==> config.mk <==
export PLATFORM = sky130hd
export DESIGN_NAME = deco_rob_issue_queue
export DESIGN_NICKNAME = d
export VERILOG_FILES = /design/src/rtl/deco_rob_issue_queue.sv
export SDC_FILE = /design/constraint.sdc
export NUM_CORES = 2
export LEC_CHECK = 0
export CELL_PAD_IN_SITES_DETAIL_PLACEMENT = 1
export CELL_PAD_IN_SITES_GLOBAL_PLACEMENT = 2
export CORE_ASPECT_RATIO = 1.2
export CORE_MARGIN = 4
export CORE_UTILIZATION = 53
export CTS_CLUSTER_SIZE = 30
export DETAILED_ROUTE_END_ITERATION = 8
export DONT_BUFFER_PORTS = 1
export MAX_ROUTING_LAYER = met4
export PLACE_DENSITY = 0.84
export SKIP_CTS_REPAIR_TIMING = 1
export SLEW_MARGIN = 20
export SYNTH_ARGS = -nofsm -noshare
export SYNTH_HDL_FRONTEND = slang
export SYNTH_SLANG_ARGS = --single-unit
==> constraint.sdc <==
create_clock -name clk -period 68 [get_ports clk]
set_input_delay 20.4 -clock clk [delete_from_list [all_inputs] [get_ports clk]]
set_output_delay 20.4 -clock clk [all_outputs]
set_load 0.01 [all_outputs]
==> src/rtl/deco_rob_issue_queue.sv <==
// Two-wide in-order issue queue between the decoder and backend ROB allocation.
// Accepts and releases up to two micro-ops per cycle; a flush empties it.
module deco_rob_issue_queue #(
    parameter int DATA_WIDTH = 160,
    parameter int DEPTH      = 8,
    localparam int PTR_WIDTH = $clog2(DEPTH)
) (
    input  logic                  clk,
    input  logic                  rst,
    input  logic                  flush_i,
    input  logic                  enq_valid_first_i,
    input  logic                  enq_valid_second_i,
    input  logic [DATA_WIDTH-1:0] enq_data_first_i,
    input  logic [DATA_WIDTH-1:0] enq_data_second_i,
    output logic                  enq_ready_first_o,
    output logic                  enq_ready_second_o,
    output logic                  deq_valid_first_o,
    output logic                  deq_valid_second_o,
    output logic [DATA_WIDTH-1:0] deq_data_first_o,
    output logic [DATA_WIDTH-1:0] deq_data_second_o,
    input  logic                  deq_ready_first_i,
    input  logic                  deq_ready_second_i,
    output logic [PTR_WIDTH:0]    count_o
);
    localparam int CNT_W = PTR_WIDTH + 1;
    localparam logic [CNT_W-1:0] DEPTH_C    = CNT_W'(DEPTH);
    localparam logic [CNT_W-1:0] DEPTH_M2_C = CNT_W'(DEPTH - 2);

    logic [DATA_WIDTH-1:0] mem_q [DEPTH];
    logic [DATA_WIDTH-1:0] mem_d [DEPTH];
    logic [PTR_WIDTH-1:0]  head_q, head_d, tail_q, tail_d;
    logic [CNT_W-1:0]      count_q, count_d;
    logic                  enq0, enq1, deq0, deq1;

    // Handshakes look only at registered occupancy, so a full queue being
    // drained this cycle still refuses new entries until the next one.
    assign enq_ready_first_o  = (count_q < DEPTH_C);
    assign enq_ready_second_o = (count_q <= DEPTH_M2_C);
    assign deq_valid_first_o  = (count_q != '0);
    assign deq_valid_second_o = (count_q > CNT_W'(1));
    assign deq_data_first_o   = mem_q[head_q];
    assign deq_data_second_o  = mem_q[head_q + PTR_WIDTH'(1)];
    assign count_o            = count_q;

    always_comb begin
        enq0    = enq_valid_first_i & enq_ready_first_o;
        enq1    = enq_valid_second_i & enq_ready_second_o & enq0;
        deq0    = deq_valid_first_o & deq_ready_first_i;
        deq1    = deq_valid_second_o & deq_ready_second_i & deq0;
        head_d  = head_q + PTR_WIDTH'(deq0) + PTR_WIDTH'(deq1);
        tail_d  = tail_q + PTR_WIDTH'(enq0) + PTR_WIDTH'(enq1);
        count_d = count_q + CNT_W'(enq0) + CNT_W'(enq1) - CNT_W'(deq0) - CNT_W'(deq1);
        mem_d   = mem_q;
        if (!flush_i) begin
            if (enq0) mem_d[tail_q] = enq_data_first_i;
            if (enq1) mem_d[tail_q + PTR_WIDTH'(1)] = enq_data_second_i;
        end else begin
            head_d  = '0;
            tail_d  = '0;
            count_d = '0;
        end
    end

    always_ff @(posedge clk) begin
        if (!rst) begin
            head_q  <= '0;
            tail_q  <= '0;
            count_q <= '0;
        end else begin
            head_q  <= head_d;
            tail_q  <= tail_d;
            count_q <= count_d;
        end
    end

    // Payload storage is never reset; validity comes from count_q alone.
    always_ff @(posedge clk) begin
        mem_q <= mem_d;
    end

    a_count_range: assert property (@(posedge clk) disable iff (!rst) count_q <= DEPTH_C);
endmodule

# [Yosys cells after proc, flatten, opt, wreduce, memory -nomap -nowiden]
# Cells that the tools add are included.
# Widths: inputs -> output; s select.
[totals] reg_bits=1290 in_bits=327 elab_cells=60 out_inout_bits=328
[op_classes] magnitude_cmp=9 n_addsub=10 bitwise=11 reduce_logical=4 n_mux=15
[ops] cell="$mux 1280" count=3
[ops] cell="$bwmux 1280" count=2
[ops] cell="$bmux 160 s3" count=2
[ops] cell="$demux 160 s3" count=2
[ops] cell="$mux 160" count=6
[ops] cell="$ge 4x4->1 const B" count=4
[ops] cell="$not 3->4" count=4
[ops] cell="$add 3x1->3" count=4
[ops] cell="$add 4x1->4" count=2
[ops] cell="$lt 4x1->1 const B" count=2
[ops] cell="$sub 4x1->4" count=2
[ops] cell="$add 3x1->3 const B" count=2
[ops] cell="$and 1x1->1" count=6
[ops] cell="$gt 4x1->1 const B" count=1
[ops] cell="$le 4x3->1 const B" count=1
[ops] cell="$lt 4x4->1 const B" count=1
[ops] cell="$reduce_bool 4->1" count=1
[ops] cell="$logic_and 1x1->1" count=2
[ops] cell="$reduce_or 2->1" count=1
[ops] cell="$not 1->1" count=1

# [Depth between registers and ports, before layout]
[logic_depth] depth_word=10 mapped_depth=14 ltp_nobuf=14

# [Worst setup path after synthesis]
# No wires, ideal clock.
[synth_path] kind="input to register" start="input flush_i" end="register count_q[0] (netlist: count_o[0])" n_path_buf=0 setup_slack_ns=19.340 setup_ns=0.171 stages=3 arrival_ns=48.489 cell_sequence="inv_1 > nand2_1 > nor2_1"
[synth_between] elab_chain_len=1
[synth_rtl] item="start, declared" line="10" rtl="input logic flush_i,"
[synth_rtl] item="$reduce_or 2->1 (no line)"
[synth_rtl] item="end signal, assigned" line="72" rtl="count_q <= count_d;"
[synth_rtl] item="end, declared" line="32" rtl="logic [CNT_W-1:0] count_q, count_d;"
# Every way passes these cells.
# A chain may end at the register's enable or synchronous reset.

# [Final worst setup path]
[layout_path] start="register head_q[1]" end="output deq_data_second_o[87]"
[layout_between] elab_chain_len=5
[layout_rtl] item="start, declared" line="31" rtl="logic [PTR_WIDTH-1:0] head_q, head_d, tail_q, tail_d;"
[layout_rtl] item="start signal, assigned" line="66" rtl="head_q <= '0;"
[layout_rtl] item="start signal, assigned" line="70" rtl="head_q <= head_d;"
[layout_rtl] item="$add 3x1->3" line="42" rtl="assign deq_data_second_o = mem_q[head_q + PTR_WIDTH'(1)];"
[layout_rtl] item="$not 3->4 (implied by the code)" line="42"
[layout_rtl] item="$bmux 160 s3" line="42"
[layout_rtl] item="$mux 160 (implied by the code) (2 in a row)" line="42"
[layout_rtl] item="end, declared" line="20" rtl="output logic [DATA_WIDTH-1:0] deq_data_second_o,"
# Every way passes these cells. The select of a mux whose other input is x is not followed.

==> impl_metrics.env <==
export IMPL_synthTopCellsByArea="edfxtp_1 (44%), mux2_2 (34%), mux4_2 (16%), mux2_1 (2.3%), buf_2 (1.1%)"
export IMPL_synth_warnings=0
export IMPL_grt_use_met3=0.1013
export IMPL_worstMarginPinSlew_ns=1.145
export IMPL_portBuffers=0
export IMPL_cp_arrival_ns=5.51
export IMPL_clockPowerShare=0.294
export IMPL_insertion_delay_ns=0.78
export IMPL_ff2ff_path_depth=8
export IMPL_synthCells=5342
export IMPL_maxCapViolations=0
export IMPL_drt_wl_total_um=265600
export IMPL_grt_use_met1=0.3799
export IMPL_finalCritPeriodShare=0.3810
export IMPL_ys_seq_elements=1290
export IMPL_internal_power_mw=1.820
export IMPL_cp_startpoint="head_q[1]"
export IMPL_busiest_layer="met2"
export IMPL_io_pins=655
export IMPL_slew_headroom=0.2351
export IMPL_final_setup_viol_count=0
export IMPL_overflow=0
export IMPL_crit_fanout=50
export IMPL_synth_top_area_cell="edfxtp_1"
export IMPL_grt_pass1_vias=55611
export IMPL_finalCriticalPeriod_ns=25.91
export IMPL_viasPerCell=7.012
export IMPL_grt_first_pass_wirelength_um=387900
export IMPL_finClkSkew_ns=0.02587
export IMPL_core_um2=165000
export IMPL_end_kind="primary output"
export IMPL_first_pass_iters=6
export IMPL_grtUsageMet2=0.5004
export IMPL_cts_htree_levels=4
export IMPL_cp_start_kind="register"
export IMPL_p_leak_nw=29.92
export IMPL_rows=163
export IMPL_path_class="register to primary output"
export IMPL_start_util=0.5348
export IMPL_combPwrFrac=0.305
export IMPL_stdcell_count=7386
export IMPL_cts_sinks=1290
export IMPL_drtIter0Drc=4433
export IMPL_cp_endpoint="deq_data_second_o[87]"
export IMPL_place_congestion=0.8108
export IMPL_placedCellCount=7124
export IMPL_cts_tree="done"
export IMPL_yosysTopAreaCellShare=0.4356
export IMPL_syn_cell_area_um2=88240
export IMPL_reg2reg_slack_ns=62.52
export IMPL_ys_seq_area_frac=0.4379
export IMPL_p_per_area_nw_per_um2=27.39
export IMPL_path_clk_slew_ns=0.06
export IMPL_slew_viol_final=0
export IMPL_dieWidth_um=380.5
export IMPL_clock_root_buffer="clkbuf_16"
export IMPL_area_growth_pct=6.725
export IMPL_regToRegEndpoint="mem_q[1258]"
export IMPL_numCtsBuffers=147
export IMPL_tns_ns=0
export IMPL_status="complete, no violations"
export IMPL_grt_usage=0.3093
export IMPL_drcViolationCount=0
export IMPL_synth_cell_types=30
export IMPL_critical_path_required_ns=47.60
export IMPL_hold_viol=0
export IMPL_ant_nets=0
export IMPL_syn_num_nets=5682
export IMPL_grt_max_degree=164
export IMPL_cts_buffer_depth=3
export IMPL_p_sw_frac=0.2943
export IMPL_grt_setup_unrepaired="no"
export IMPL_vias=51790
export IMPL_die_area_um2=173100
export IMPL_antenna_found_initial=4
export IMPL_drive_gt1_frac=0.6940
export IMPL_ir_drop_uv=25.87
export IMPL_wl_per_cell_um=35.96
export IMPL_p_switching_uw=758.9
export IMPL_dp_hpwl_um=152100
export IMPL_layout_nets=5469
export IMPL_hold_class="register to register"
export IMPL_pwr_share_seq=0.401
export IMPL_fp_dieH_um=455.0
export IMPL_fmax_mhz=38.60
export IMPL_r2r_start="tail_q[0]"
export IMPL_avgSynthCellArea_um2=16.52
worst max-delay path: stages, from the launching register on:
cell     delay [ns]
dfxtp_4        0.96
ha_4           0.87
buf_4          0.85
buf_4          0.90
mux4_2         0.61
mux2_2         0.35
worst min path at each step:
stage / startpoint / to / slack, ns / depth (start not counted)
after floorplan: head_q[1] / head_q[1] / 0.58 / 2
after global placement: mem_q[946] / mem_q[946] / 0.66 / 2
after detailed placement: mem_q[924] / mem_q[924] / 0.68 / 2
after CTS: mem_q[924] / mem_q[924] / 0.70 / 2
after global routing: mem_q[865] / mem_q[865] / 0.73 / 2
final: mem_q[924] / mem_q[924] / 0.70 / 2
through the flow:
stage               worst slack (ns)  hold WS, ns  total power, mW  cell area, um2    util
detailed placement             42.05       0.6847            1.837           89750  0.5440
CTS                            41.83       0.6984            2.601           94140  0.5706
floorplan                      19.34       0.5754            1.683           88240       -
global placement               42.18       0.6642            1.812           89750  0.5440
global route                   41.65       0.7306            2.684           94170  0.5708
finish                         42.09       0.6956            2.579           94180  0.5708
metal layers:
metal,vias up,share of wire
li1,21632,-
met1,27987,0.39
met2,1794,0.49
met3,377,0.096
met4,0,0.023
met5,-,0
synth_stat cells (all sizes together):
master     n
nand2b     1
clkbuf   137
edfxtp  1280
nand3      7
xor2       2
mux2    2880
dfxtp     10
nor3b      2
nor3       5
fa         4
ha         9
a21oi      1
and2       5
buf      317
a31oi      2
nor2b      2
inv       12
and3       2
xnor2      4
nand3b     3
nor2      10
mux4     640
nand2      7
power groups by stage:
stage               combinational (mW)  sequential [mW]  clock, mW
finish                           0.786             1.03      0.759
global route                     0.836             1.04      0.805
CTS                              0.792             1.03      0.775
detailed placement               0.787             1.05          0
global placement                 0.770             1.04          0
floorplan                        0.621             1.06          0
layout by cell type (no fill, tap or decap), types with 7 or more instances in the layout:
cell type and n:
clkinv_2 17, inv_1 9, mux2_2 2697, dfxtp_1 7
mux2_1 183, nor2_1 9, ha_1 8, clkbuf_16 152
mux4_2 640, buf_4 80, clkinv_1 26, buf_12 11
edfxtp_1 1280, clkbuf_1 51
state kept, by name, summed over array words and instances (netlist names):
name,count
count_o,4
head_q,3
mem_q,1280
tail_q,3
area by class of cell:
cell class                      count  area [um2]
Antenna cell                        3       7.507
Sequential cell                  1290       38650
Multi-Input combinational cell   3586       47550
Clock buffer                      206        4036
Tap cell                         2145        2684
Fill cell                       14644       70820
Timing Repair Buffer               92       848.3
Inverter                           12       52.55
Clock inverter                     52       352.8
cell families (layout without fill, tap and decap cells):
logic type / count (synthesis) / after routing / synth area share
other: 0 / 3 / 0
AOI/OAI and AO/OA: 3 / 3 / 0.0003686
adders and majority gates: 13 / 13 / 0.002184
buffers and inverters: 466 / 362 / 0.02490
and+or+nand+nor: 44 / 44 / 0.003219
muxes: 3520 / 3520 / 0.5309
xor gates and xnor gates: 6 / 6 / 0.0005955
DFF: 1290 / 1290 / 0.4379
No activity file was read; power rests on OpenSTA's default activity.
